===== config.mk =====
export PLATFORM = sky130hd
export DESIGN_NAME = risc_hazard_unit_flat
export DESIGN_NICKNAME = d
export VERILOG_FILES = /design/src/rtl/risc_pkg.sv /design/src/rtl/risc_hazard_unit_if.sv /design/src/rtl/risc_sb_entry.sv /design/src/rtl/risc_hazard_unit.sv /design/src/flat_wrapper.sv
export SDC_FILE = /design/constraint.sdc
export NUM_CORES = 1
export LEC_CHECK = 0
export CAP_MARGIN = 20
export CORE_ASPECT_RATIO = 1.5
export CORE_MARGIN = 2
export CORE_UTILIZATION = 40
export CTS_CLUSTER_SIZE = 14
export DETAILED_ROUTE_END_ITERATION = 10
export GPL_ROUTABILITY_DRIVEN = 0
export PLACE_DENSITY_LB_ADDON = 0.15
export SETUP_SLACK_MARGIN = 0.15
export SYNTH_ARGS = -nofsm -noshare
export SYNTH_HDL_FRONTEND = slang
export SYNTH_SLANG_ARGS = --single-unit

===== constraint.sdc =====
create_clock -name clk -period 9.8 [get_ports clk]
set_input_delay 1.96 -clock clk [delete_from_list [all_inputs] [get_ports clk]]
set_output_delay 1.96 -clock clk [all_outputs]
set_load 0.01 [all_outputs]

===== src/rtl/risc_pkg.sv =====
// Shared types and width helpers for the scoreboard hazard unit.
// Exports reg_addr_w/lat_w, the hazard-cause and flush-state enums, and R0.
package risc_pkg;

  function automatic int reg_addr_w(input int n);
    return (n > 1) ? $clog2(n) : 1;
  endfunction

  function automatic int lat_w(input int m);
    return (m > 0) ? $clog2(m + 1) : 1;
  endfunction

  typedef enum logic [1:0] {
    HZ_NONE,
    HZ_RAW,
    HZ_WAW,
    HZ_PORT
  } haz_cause_e;

  typedef enum logic {
    S_RUN,
    S_FLUSH
  } fl_state_e;

  localparam int R0 = 0;

endpackage


===== src/rtl/risc_hazard_unit_if.sv =====
// ID/EX hazard bus: decode fields and branch pulse in, pipeline controls out.
// master = decode/execute side, slave = hazard unit; perf ports under RISC_HAZ_PERF_EN.
interface risc_hazard_unit_if
  import risc_pkg::*;
#(
  parameter int DATA_W  = 16,
  parameter int REG_CNT = 8,
  parameter int MAX_LAT = 4
);
  localparam int AW = reg_addr_w(REG_CNT);
  localparam int LW = lat_w(MAX_LAT);

  if (DATA_W < 1 || REG_CNT < 2 || MAX_LAT < 1) begin : g_bad_cfg
    $error("risc_hazard_unit_if: bad parameters");
  end

  logic          id_valid;
  logic [AW-1:0] id_rs_a;
  logic [AW-1:0] id_rs_b;
  logic          id_uses_a;
  logic          id_uses_b;
  logic [AW-1:0] id_rd;
  logic          id_writes;
  logic [LW-1:0] id_lat;
  logic          ex_branch_taken;

  logic               issue;
  logic               stall;
  logic               flush;
  logic               fwd_a;
  logic               fwd_b;
  logic               wb_valid;
  logic [AW-1:0]      wb_rd;
  logic [REG_CNT-1:0] busy_mask;
`ifdef RISC_HAZ_PERF_EN
  logic [DATA_W-1:0]  stall_cnt;
  logic [DATA_W-1:0]  flush_cnt;
`endif

  modport master (
    output id_valid, id_rs_a, id_rs_b,
    output id_uses_a, id_uses_b,
    output id_rd, id_writes, id_lat,
    output ex_branch_taken,
    input  issue, stall, flush,
    input  fwd_a, fwd_b,
    input  wb_valid, wb_rd, busy_mask
`ifdef RISC_HAZ_PERF_EN
    , input stall_cnt, flush_cnt
`endif
  );

  modport slave (
    input  id_valid, id_rs_a, id_rs_b,
    input  id_uses_a, id_uses_b,
    input  id_rd, id_writes, id_lat,
    input  ex_branch_taken,
    output issue, stall, flush,
    output fwd_a, fwd_b,
    output wb_valid, wb_rd, busy_mask
`ifdef RISC_HAZ_PERF_EN
    , output stall_cnt, flush_cnt
`endif
  );

endinterface


===== src/rtl/risc_sb_entry.sv =====
// One scoreboard slot: latency down-counter with load priority.
// Ports: clk, reset(n), load, lat, lat_p1 -> is_one, is_busy, eq_lat.
module risc_sb_entry #(
  parameter int LW = 3
) (
  input  logic          clk,
  input  logic          reset,
  input  logic          load,
  input  logic [LW-1:0] lat,
  input  logic [LW:0]   lat_p1,
  output logic          is_one,
  output logic          is_busy,
  output logic          eq_lat
);

  logic [LW-1:0] cnt;

  always_ff @(posedge clk or negedge reset) begin
    if (!reset) begin
      cnt <= '0;
    end else if (load) begin
      cnt <= lat;
    end else if (cnt != '0) begin
      cnt <= cnt - LW'(1);
    end
  end

  assign is_busy = (cnt != '0);
  assign is_one  = (cnt == LW'(1));
  // Would land on the new entry's write-back slot after this edge.
  assign eq_lat  = ({1'b0, cnt} == lat_p1);

endmodule


===== src/rtl/risc_hazard_unit.sv =====
// Scoreboard stall/forward/flush controller between ID and EX.
// Ports: clk, reset (async active-low), bus (slave); RISC_HAZ_PERF_EN adds perf counters.
module risc_hazard_unit
  import risc_pkg::*;
#(
  parameter int DATA_W    = 16,
  parameter int REG_CNT   = 8,
  parameter int MAX_LAT   = 4,
  parameter int FLUSH_CYC = 1
) (
  input logic              clk,
  input logic              reset,
  risc_hazard_unit_if.slave bus
);

  localparam int AW = reg_addr_w(REG_CNT);
  localparam int LW = lat_w(MAX_LAT);
  localparam int FW = lat_w(FLUSH_CYC);
  localparam logic [LW-1:0] LMAX = LW'(MAX_LAT);

  if (DATA_W < 1 || FLUSH_CYC < 1) begin : g_bad_cfg
    $error("risc_hazard_unit: bad parameters");
  end

  logic [LW-1:0]      lat;
  logic [LW:0]        lat_p1;
  logic [REG_CNT-1:0] busy;
  logic [REG_CNT-1:0] one;
  logic [REG_CNT-1:0] eq_lat;
  logic               raw_a;
  logic               raw_b;
  logic               waw;
  logic               port;
  logic               rd_live;
  logic               hazard;
  logic               go;
  logic               stall;
  haz_cause_e         cause;
  logic [AW-1:0]      wb_rd;

  fl_state_e          st;
  logic [FW-1:0]      fcnt;
  logic               flush_r;

  // Out-of-range latency is folded to a single cycle.
  always_comb begin
    lat = bus.id_lat;
    if (bus.id_lat == '0 || bus.id_lat > LMAX) begin
      lat = LW'(1);
    end
  end

  assign lat_p1 = {1'b0, lat} + (LW+1)'(1);

  assign busy[0]   = 1'b0;
  assign one[0]    = 1'b0;
  assign eq_lat[0] = 1'b0;

  for (genvar r = 1; r < REG_CNT; r++) begin : g_ent
    logic load;
    assign load = go && bus.id_writes &&
                  (bus.id_rd == AW'(r));
    risc_sb_entry #(.LW(LW)) u_ent (
      .clk     (clk),
      .reset   (reset),
      .load    (load),
      .lat     (lat),
      .lat_p1  (lat_p1),
      .is_one  (one[r]),
      .is_busy (busy[r]),
      .eq_lat  (eq_lat[r])
    );
  end

  // cnt==1 means the value is on the bypass this cycle.
  assign raw_a   = bus.id_uses_a && busy[bus.id_rs_a]
                   && !one[bus.id_rs_a];
  assign raw_b   = bus.id_uses_b && busy[bus.id_rs_b]
                   && !one[bus.id_rs_b];
  assign rd_live = bus.id_writes && (bus.id_rd != AW'(R0));
  assign waw     = rd_live && busy[bus.id_rd];
  assign port    = rd_live && (|eq_lat);

  always_comb begin
    cause = HZ_NONE;
    if (raw_a || raw_b) begin
      cause = HZ_RAW;
    end else if (waw) begin
      cause = HZ_WAW;
    end else if (port) begin
      cause = HZ_PORT;
    end
  end

  assign hazard = (cause != HZ_NONE);
  // Outputs are forced low while reset is held.
  assign go    = reset && bus.id_valid && !hazard && !flush_r;
  assign stall = reset && bus.id_valid && hazard && !flush_r;

  always_comb begin
    wb_rd = '0;
    for (int r = 1; r < REG_CNT; r++) begin
      if (one[r]) begin
        wb_rd = wb_rd | AW'(r);
      end
    end
  end

  always_ff @(posedge clk or negedge reset) begin
    if (!reset) begin
      st      <= S_RUN;
      fcnt    <= '0;
      flush_r <= 1'b0;
    end else if (bus.ex_branch_taken) begin
      st      <= S_FLUSH;
      fcnt    <= FW'(FLUSH_CYC);
      flush_r <= 1'b1;
    end else begin
      unique case (st)
        S_RUN: begin
          fcnt    <= '0;
          flush_r <= 1'b0;
        end
        S_FLUSH: begin
          if (fcnt <= FW'(1)) begin
            st      <= S_RUN;
            fcnt    <= '0;
            flush_r <= 1'b0;
          end else begin
            fcnt <= fcnt - FW'(1);
          end
        end
        default: begin
          st      <= S_RUN;
          fcnt    <= '0;
          flush_r <= 1'b0;
        end
      endcase
    end
  end

  assign bus.issue     = go;
  assign bus.stall     = stall;
  assign bus.flush     = flush_r;
  assign bus.fwd_a     = bus.id_uses_a && one[bus.id_rs_a];
  assign bus.fwd_b     = bus.id_uses_b && one[bus.id_rs_b];
  assign bus.wb_valid  = |one;
  assign bus.wb_rd     = wb_rd;
  assign bus.busy_mask = busy;

`ifdef RISC_HAZ_PERF_EN
  logic [DATA_W-1:0] stall_q;
  logic [DATA_W-1:0] flush_q;

  always_ff @(posedge clk or negedge reset) begin
    if (!reset) begin
      stall_q <= '0;
      flush_q <= '0;
    end else begin
      if (stall && stall_q != '1) begin
        stall_q <= stall_q + DATA_W'(1);
      end
      if (flush_r && flush_q != '1) begin
        flush_q <= flush_q + DATA_W'(1);
      end
    end
  end

  assign bus.stall_cnt = stall_q;
  assign bus.flush_cnt = flush_q;
`endif

endmodule


===== src/flat_wrapper.sv =====
// flat-port wrapper written by rule: the top's interface ports become plain ports
module risc_hazard_unit_flat import risc_pkg::*;
#(
  parameter int DATA_W    = 16,
  parameter int REG_CNT   = 8,
  parameter int MAX_LAT   = 4,
  parameter int FLUSH_CYC = 1
)
  (clk, reset, bus_id_valid, bus_id_rs_a, bus_id_rs_b, bus_id_uses_a, bus_id_uses_b, bus_id_rd, bus_id_writes, bus_id_lat, bus_ex_branch_taken, bus_issue, bus_stall, bus_flush, bus_fwd_a, bus_fwd_b, bus_wb_valid, bus_wb_rd, bus_busy_mask);
  risc_hazard_unit_if #(.DATA_W(DATA_W), .REG_CNT(REG_CNT), .MAX_LAT(MAX_LAT)) bus_i ();
  input logic clk;
  input logic reset;
  input wire logic [$bits(bus_i.id_valid)-1:0] bus_id_valid;
  input wire logic [$bits(bus_i.id_rs_a)-1:0] bus_id_rs_a;
  input wire logic [$bits(bus_i.id_rs_b)-1:0] bus_id_rs_b;
  input wire logic [$bits(bus_i.id_uses_a)-1:0] bus_id_uses_a;
  input wire logic [$bits(bus_i.id_uses_b)-1:0] bus_id_uses_b;
  input wire logic [$bits(bus_i.id_rd)-1:0] bus_id_rd;
  input wire logic [$bits(bus_i.id_writes)-1:0] bus_id_writes;
  input wire logic [$bits(bus_i.id_lat)-1:0] bus_id_lat;
  input wire logic [$bits(bus_i.ex_branch_taken)-1:0] bus_ex_branch_taken;
  output wire logic [$bits(bus_i.issue)-1:0] bus_issue;
  output wire logic [$bits(bus_i.stall)-1:0] bus_stall;
  output wire logic [$bits(bus_i.flush)-1:0] bus_flush;
  output wire logic [$bits(bus_i.fwd_a)-1:0] bus_fwd_a;
  output wire logic [$bits(bus_i.fwd_b)-1:0] bus_fwd_b;
  output wire logic [$bits(bus_i.wb_valid)-1:0] bus_wb_valid;
  output wire logic [$bits(bus_i.wb_rd)-1:0] bus_wb_rd;
  output wire logic [$bits(bus_i.busy_mask)-1:0] bus_busy_mask;
  assign bus_i.id_valid = bus_id_valid;
  assign bus_i.id_rs_a = bus_id_rs_a;
  assign bus_i.id_rs_b = bus_id_rs_b;
  assign bus_i.id_uses_a = bus_id_uses_a;
  assign bus_i.id_uses_b = bus_id_uses_b;
  assign bus_i.id_rd = bus_id_rd;
  assign bus_i.id_writes = bus_id_writes;
  assign bus_i.id_lat = bus_id_lat;
  assign bus_i.ex_branch_taken = bus_ex_branch_taken;
  assign bus_issue = bus_i.issue;
  assign bus_stall = bus_i.stall;
  assign bus_flush = bus_i.flush;
  assign bus_fwd_a = bus_i.fwd_a;
  assign bus_fwd_b = bus_i.fwd_b;
  assign bus_wb_valid = bus_i.wb_valid;
  assign bus_wb_rd = bus_i.wb_rd;
  assign bus_busy_mask = bus_i.busy_mask;
  risc_hazard_unit #(.DATA_W(DATA_W), .REG_CNT(REG_CNT), .MAX_LAT(MAX_LAT), .FLUSH_CYC(FLUSH_CYC)) u_core (.clk(clk), .reset(reset), .bus(bus_i));
endmodule

* After elaboration in Yosys (flattened, before gate mapping)
Index checks and enable logic that the tools add are counted.
W data, S select, Z words.
** Word-level totals
- Register bits :: 24
- Input bits :: 19
- Output and inout bits :: 17
- Logic and storage cells :: 138
** Operators by class
- $add $sub $neg :: 9
- $lt $le $gt $ge :: 5
- Eq/ne operators :: 22
- Muxes and demuxes :: 44
- Bitwise gates (word level) :: 1
- Reductions and logical operators :: 47
** Operator list (count)
- $mux W3 :: 19
- $eq A3 B4 Y1 :: 7
- $eq A3 B1 Y1 const B :: 8
- $reduce_bool A3 Y1 :: 8
- $logic_and A1 B1 Y1 :: 22
- $sub A3 B1 Y3 const B :: 7
- $reduce_bool A2 Y1 :: 8
- $bmux W1 S3 :: 5
- $reduce_or A7 Y1 :: 2
- $mux W1 :: 13
- $eq A3 B3 Y1 const B :: 4
- $lt A3 B4 Y1 const B :: 3
- $mux W2 :: 5
- $eq A3 B2 Y1 const B :: 2
- $add A3 B1 Y4 const B :: 1
- $logic_not A1 Y1 :: 4
- $pmux W1 S2 :: 2
- $gt A3 B3 Y1 const B :: 1
- $logic_not A3 Y1 :: 1
- $ne A3 B3 Y1 const B :: 1
- $logic_or A1 B1 Y1 :: 2
- $le A1 B1 Y1 const B :: 1
- $not A1 Y1 :: 1
- $sub A1 B1 Y1 const B :: 1

* Depth between registers and ports, before layout
- Word-level depth :: 17
- Mapped depth :: 14
- Gate-level depth less buffers :: 10

* Cells and area by module
From an unflattened synthesis, not the netlist that was laid out.
** Second synthesis, totals
- Cells, all modules :: 254
- Area total of the unflattened synthesis :: 2356.0 um^2
** By module, submodules not included
- risc_sb_entry :: times used 7, cells each 26, area an instance 249.0 um^2, seq. area each 75.1 um^2
- risc_hazard_unit :: times used 1, cells each 72, area an instance 613.1 um^2, seq. area each 25.0 um^2

* Worst setup path before layout
OpenSTA, ideal clock, no wires.
- Path type :: in2out
- From :: input bus_id_lat[0]
- To :: output bus_issue
- Arrival time :: 4.198 ns
- Data required time :: 7.840 ns
- Path slack :: 3.642 ns
- Cell stages on the path :: 14
- Buffers on the path :: 4
- Path through :: buf_2 -> nor2_1 -> ha_1 -> buf_2 -> nand2b_1 -> buf_2 -> or3_1 -> clkbuf_1 -> a31oi_1 -> a32oi_1 -> nand4_1 -> o21ai_4 -> nand2_2 -> nor2_1
** Between the ends
- Word-level cells in the longest chain between the ends :: 14
- Elaborated cells between the ends (all ways) :: 21
- Classes of those cells :: add/sub: 1; order compare: 1; eq/ne: 7; mux: 4; reduce/logical: 8
** RTL lines
- start, declared :: line flat_wrapper.sv:20 : input wire logic [$bits(bus_i.id_lat)-1:0] bus_id_lat;
- $gt A3 B3 Y1 or $logic_not A3 Y1 (tied branches) :: line risc_hazard_unit.sv:48 : if (bus.id_lat == '0 || bus.id_lat > LMAX) begin
- $logic_or A1 B1 Y1 :: line risc_hazard_unit.sv:48
- $mux W3 * :: line risc_hazard_unit.sv:48
- $add A3 B1 Y4 * :: line risc_hazard_unit.sv:53 : assign lat_p1 = {1'b0, lat} + (LW+1)'(1);
- $eq A3 B4 Y1 :: line risc_sb_entry.sv:31 : assign eq_lat = ({1'b0, cnt} == lat_p1);
- $reduce_or A7 Y1 * :: line risc_hazard_unit.sv:82 : assign port = rd_live && (|eq_lat);
- $logic_and A1 B1 Y1 * :: line risc_hazard_unit.sv:82
- $mux W2 * :: line risc_hazard_unit.sv:90 : end else if (port) begin
- $mux W2 * :: line risc_hazard_unit.sv:88 : end else if (waw) begin
- $mux W2 * :: line risc_hazard_unit.sv:86 : if (raw_a || raw_b) begin
- $reduce_bool A2 Y1 * :: line risc_hazard_unit.sv:95 : assign hazard = (cause != HZ_NONE);
- $logic_not A1 Y1 * :: line risc_hazard_unit.sv:97 : assign go = reset && bus.id_valid && !hazard && !flush_r;
- $logic_and A1 B1 Y1 * (2 in series) :: line risc_hazard_unit.sv:97
- end, declared :: line flat_wrapper.sv:22 : output wire logic [$bits(bus_i.issue)-1:0] bus_issue;
Every way passes the cells marked *; elsewhere a longest branch is shown, timed or not.

* Worst setup path in the final report
Same ends and word-level chain as after synthesis.

==> impl_results.md <==
* P_leak at 0.001295 µW
* Largest net degree at the start of global routing at 24
* Status: complete, no violations
* Vias in the first global route at 2,130
* Synth Area in XOR/XNOR at 5.706%
* Drt first-iter violations at 124
* First-pass GRT wire length at 10,830 µm
* Drt drc at 0
* Cells after Synth at 287
* Yosys reg bits at 22
* Largest family of logic cells by synthesized area: simple AND/OR/NAND/NOR gates
* Worst reg-to-reg path cell count at 9
* Vias at 2,209
* Data arrival time of the worst path at 5.75 ns
* Number of flops mapped to enable cells by yosys at 0
* Register area at 550.5 µm²
* Root Driver: clkbuf_8
* Critical R2R Launch: u_core.g_ent[6].u_ent.cnt[0]
* HP Class: reg2reg
* Net count after synthesis at 328
* CTS Sinks at 22
* Fin Hold WS at 0.6130 ns
* Max-slew violations at 0
* Ys Warns at 0
* Die X-Extent at 67.98 µm
* Simple-gate share of the synthesized area at 23.03%
* Min Tclk post-route at 7.708 ns
* Area fraction in compound gates after synthesis at 16.10%
* ANT cells at 0
* CP max FO at 17
* Area Overhead vs Synth at 15.08%
* CTS tree: yes
* Setup repair bufs after CTS at 0
* Resize count post-CTS at 0
* Ys flop type: dfrtp_1
* RR Endpoint: u_core.g_ent[5].u_ent.cnt[0]
* Syn avg cell area at 8.558 µm²
* MaxCap Viol Count at 0
* Crit share post-route at 78.65%
* Multi-input logic area at 1705 µm²
* R2r setup slk at 6.93 ns
* Post-synthesis mux area share at 13.25%
* Seq/Total Area, Yosys at 22.41%
* Number of H-tree levels at 1
* Worst relative slew slack at 45.11%
* CP required at 7.84 ns
* Total CTS buffers at 3
* Clk slew on worst S/H paths at 0.09 ns
* Max Freq at 129.7 MHz
* Setup CP Type: in2out
* DR pass1 iterations at 4
* Global route overflow at 0
* ANT nets after route at 0
* WL/cell at 17.95 µm
* Io pins at 36
* Synthesized area at 2456 µm²
* Core area at 6043 µm²
* # setup viols final at 0
* CTS Hold Buffers Added at 0
* Worst skew pair latency at 0.27 ns
* Initial core utilization at 40.64%
* Critical hold path startpoint: u_core.g_ent[1].u_ent.cnt[1]
* Total die area at 6796 µm²
* Post-Synth Adder-Cell Area at 11.21%
* RSZ-0062 raised after global routing: no
* Post-synth top area share at 22.41%
* Site row count at 35
* Share of layout cells above drive strength 1 at 8.251%
* Die Y-Extent at 99.97 µm
* Fin nets at 345
* Worst setup margin at 2.092 ns
* DPL Wire Length at 5286 µm
* Post-route core utilization at 46.77%
* Hold-critical path depth at 2
* Final hold violations at 0
* Worst Setup End Kind: output port
* CP Launch Type: input port
* Antenna violations before repair at 0
* Clock tree buffer depth at 2
* Worst Hold End: u_core.g_ent[1].u_ent.cnt[1]
* VDD IR max at 0.08945 mV
* Via density at 5.859
* Power Density at 281.9 nW/µm²
* GRT Total Usage at 21.21%
* Setup TNS at 0 ns
* Post-synth ARST share at 100.0%
* Worst-margin pin slew at 0.8203 ns
* Fillcell total at 603
* Dpl ws at 2.108 ns
* I/O Buffers at 34
* Synth top area cells: dfrtp_1 (22%), ha_1 (11%), mux2i_1 (7.7%)
* Worst Skew at 0.005582 ns
* Routed Wire Length at 6768 µm
* Yosys cell types at 45
* Cell taking the most area after synthesis: dfrtp_1
[layout make-up]
cell class                 count  area share [%]
clock buffer                   4           1.948
sequential                    22           19.48
timing repair buffer          35           12.31
tap                           74           3.276
multi-input combinational    222           60.34
inverter                      20           2.656
[sequential cells by signal (all words and copies together) (netlist names)]
name and count:
u_core.bus.flush 1, u_core.g_ent.u_ent.cnt 21
[cell usage in the layout (no fill, tap or decap), drive strengths merged, types with 4 or more instances in the layout]
cell type and instances:
xnor2 15, nor2 20, inv 20, o21ai 29, nand2b 16, mux2i 19
nor3b 4, clkdlybuf4s50 34, ha 22, nor2b 5, nor3 5, nand3b 5
a21oi 12, mux4 5, nand2 19, dfrtp 22, nand4 16, clkbuf 4
[synth_stat cells (8+ instances only)]
master	n
xnor2_1	15
inv_1	20
dfrtp_1	22
mux2i_1	19
a21oi_1	12
ha_1	22
buf_4	8
o21ai_0	21
nand2_1	18
nor2_1	19
nand2b_1	16
clkbuf_1	8
nand4_1	9
[through the flow]
step	instances	power (µW)	area [µm²]
2_1_floorplan	287	563.5	2456
3_3_place_gp	373	725.9	2771
3_5_place_dp	373	725.2	2771
4_1_cts	377	796.0	2826
5_1_grt	377	873.5	2826
6_report	377	796.7	2826
[worst max-delay path by stage]
| stage | startpoint | end | slack (ns) | cells after the start |
|---|---|---|---|---|
| finish | bus_id_lat[0] | bus_issue | 2.09 | 12 |
| global route | bus_id_lat[0] | bus_issue | 1.75 | 12 |
| CTS | bus_id_lat[0] | bus_issue | 2.09 | 12 |
| detailed placement | bus_id_lat[0] | bus_issue | 2.11 | 12 |
| global placement | bus_id_lat[0] | bus_issue | 2.26 | 12 |
| floorplan | bus_id_lat[0] | bus_issue | 3.64 | 14 |
[critical path, cell delays in order]
cell	delay [ns]
clkdlybuf4s50_1	0.68
nor2_1	0.10
ha_1	0.56
nand2b_1	0.42
or3_1	0.30
a31oi_1	0.12
a32oi_1	0.20
nand4_1	0.15
o21ai_4	0.36
nand2_2	0.21
nor2_1	0.14
clkdlybuf4s50_1	0.55
[logic make-up after synthesis]
group | Yosys count
AND/OR/NAND/NOR | 97
AO/OA/AOI/OAI | 60
buffers and inverters | 43
multiplexers | 26
adder cells (fa/ha/maj) | 22
flip-flops | 22
XOR/XNOR | 16
other | 1
[where the power goes]
| part | switching, µW | total, µW | internal (µW) |
|---|---|---|---|
| registers | 62.4 | 201 | 139 |
| clock network | 33.9 | 69.8 | 36.0 |
| logic | 283 | 526 | 243 |
[layer usage]
metal | vias to the layer above | track usage [%] | share of wire [%]
li1 | 1038 | - | -
met1 | 1040 | 25.94 | 39
met2 | 102 | 36.59 | 50
met3 | 29 | 2.130 | 5.9
met4 | 0 | 9.385 | 5.0
met5 | - | 0 | 0
No activity file was read; power rests on OpenSTA's default activity.
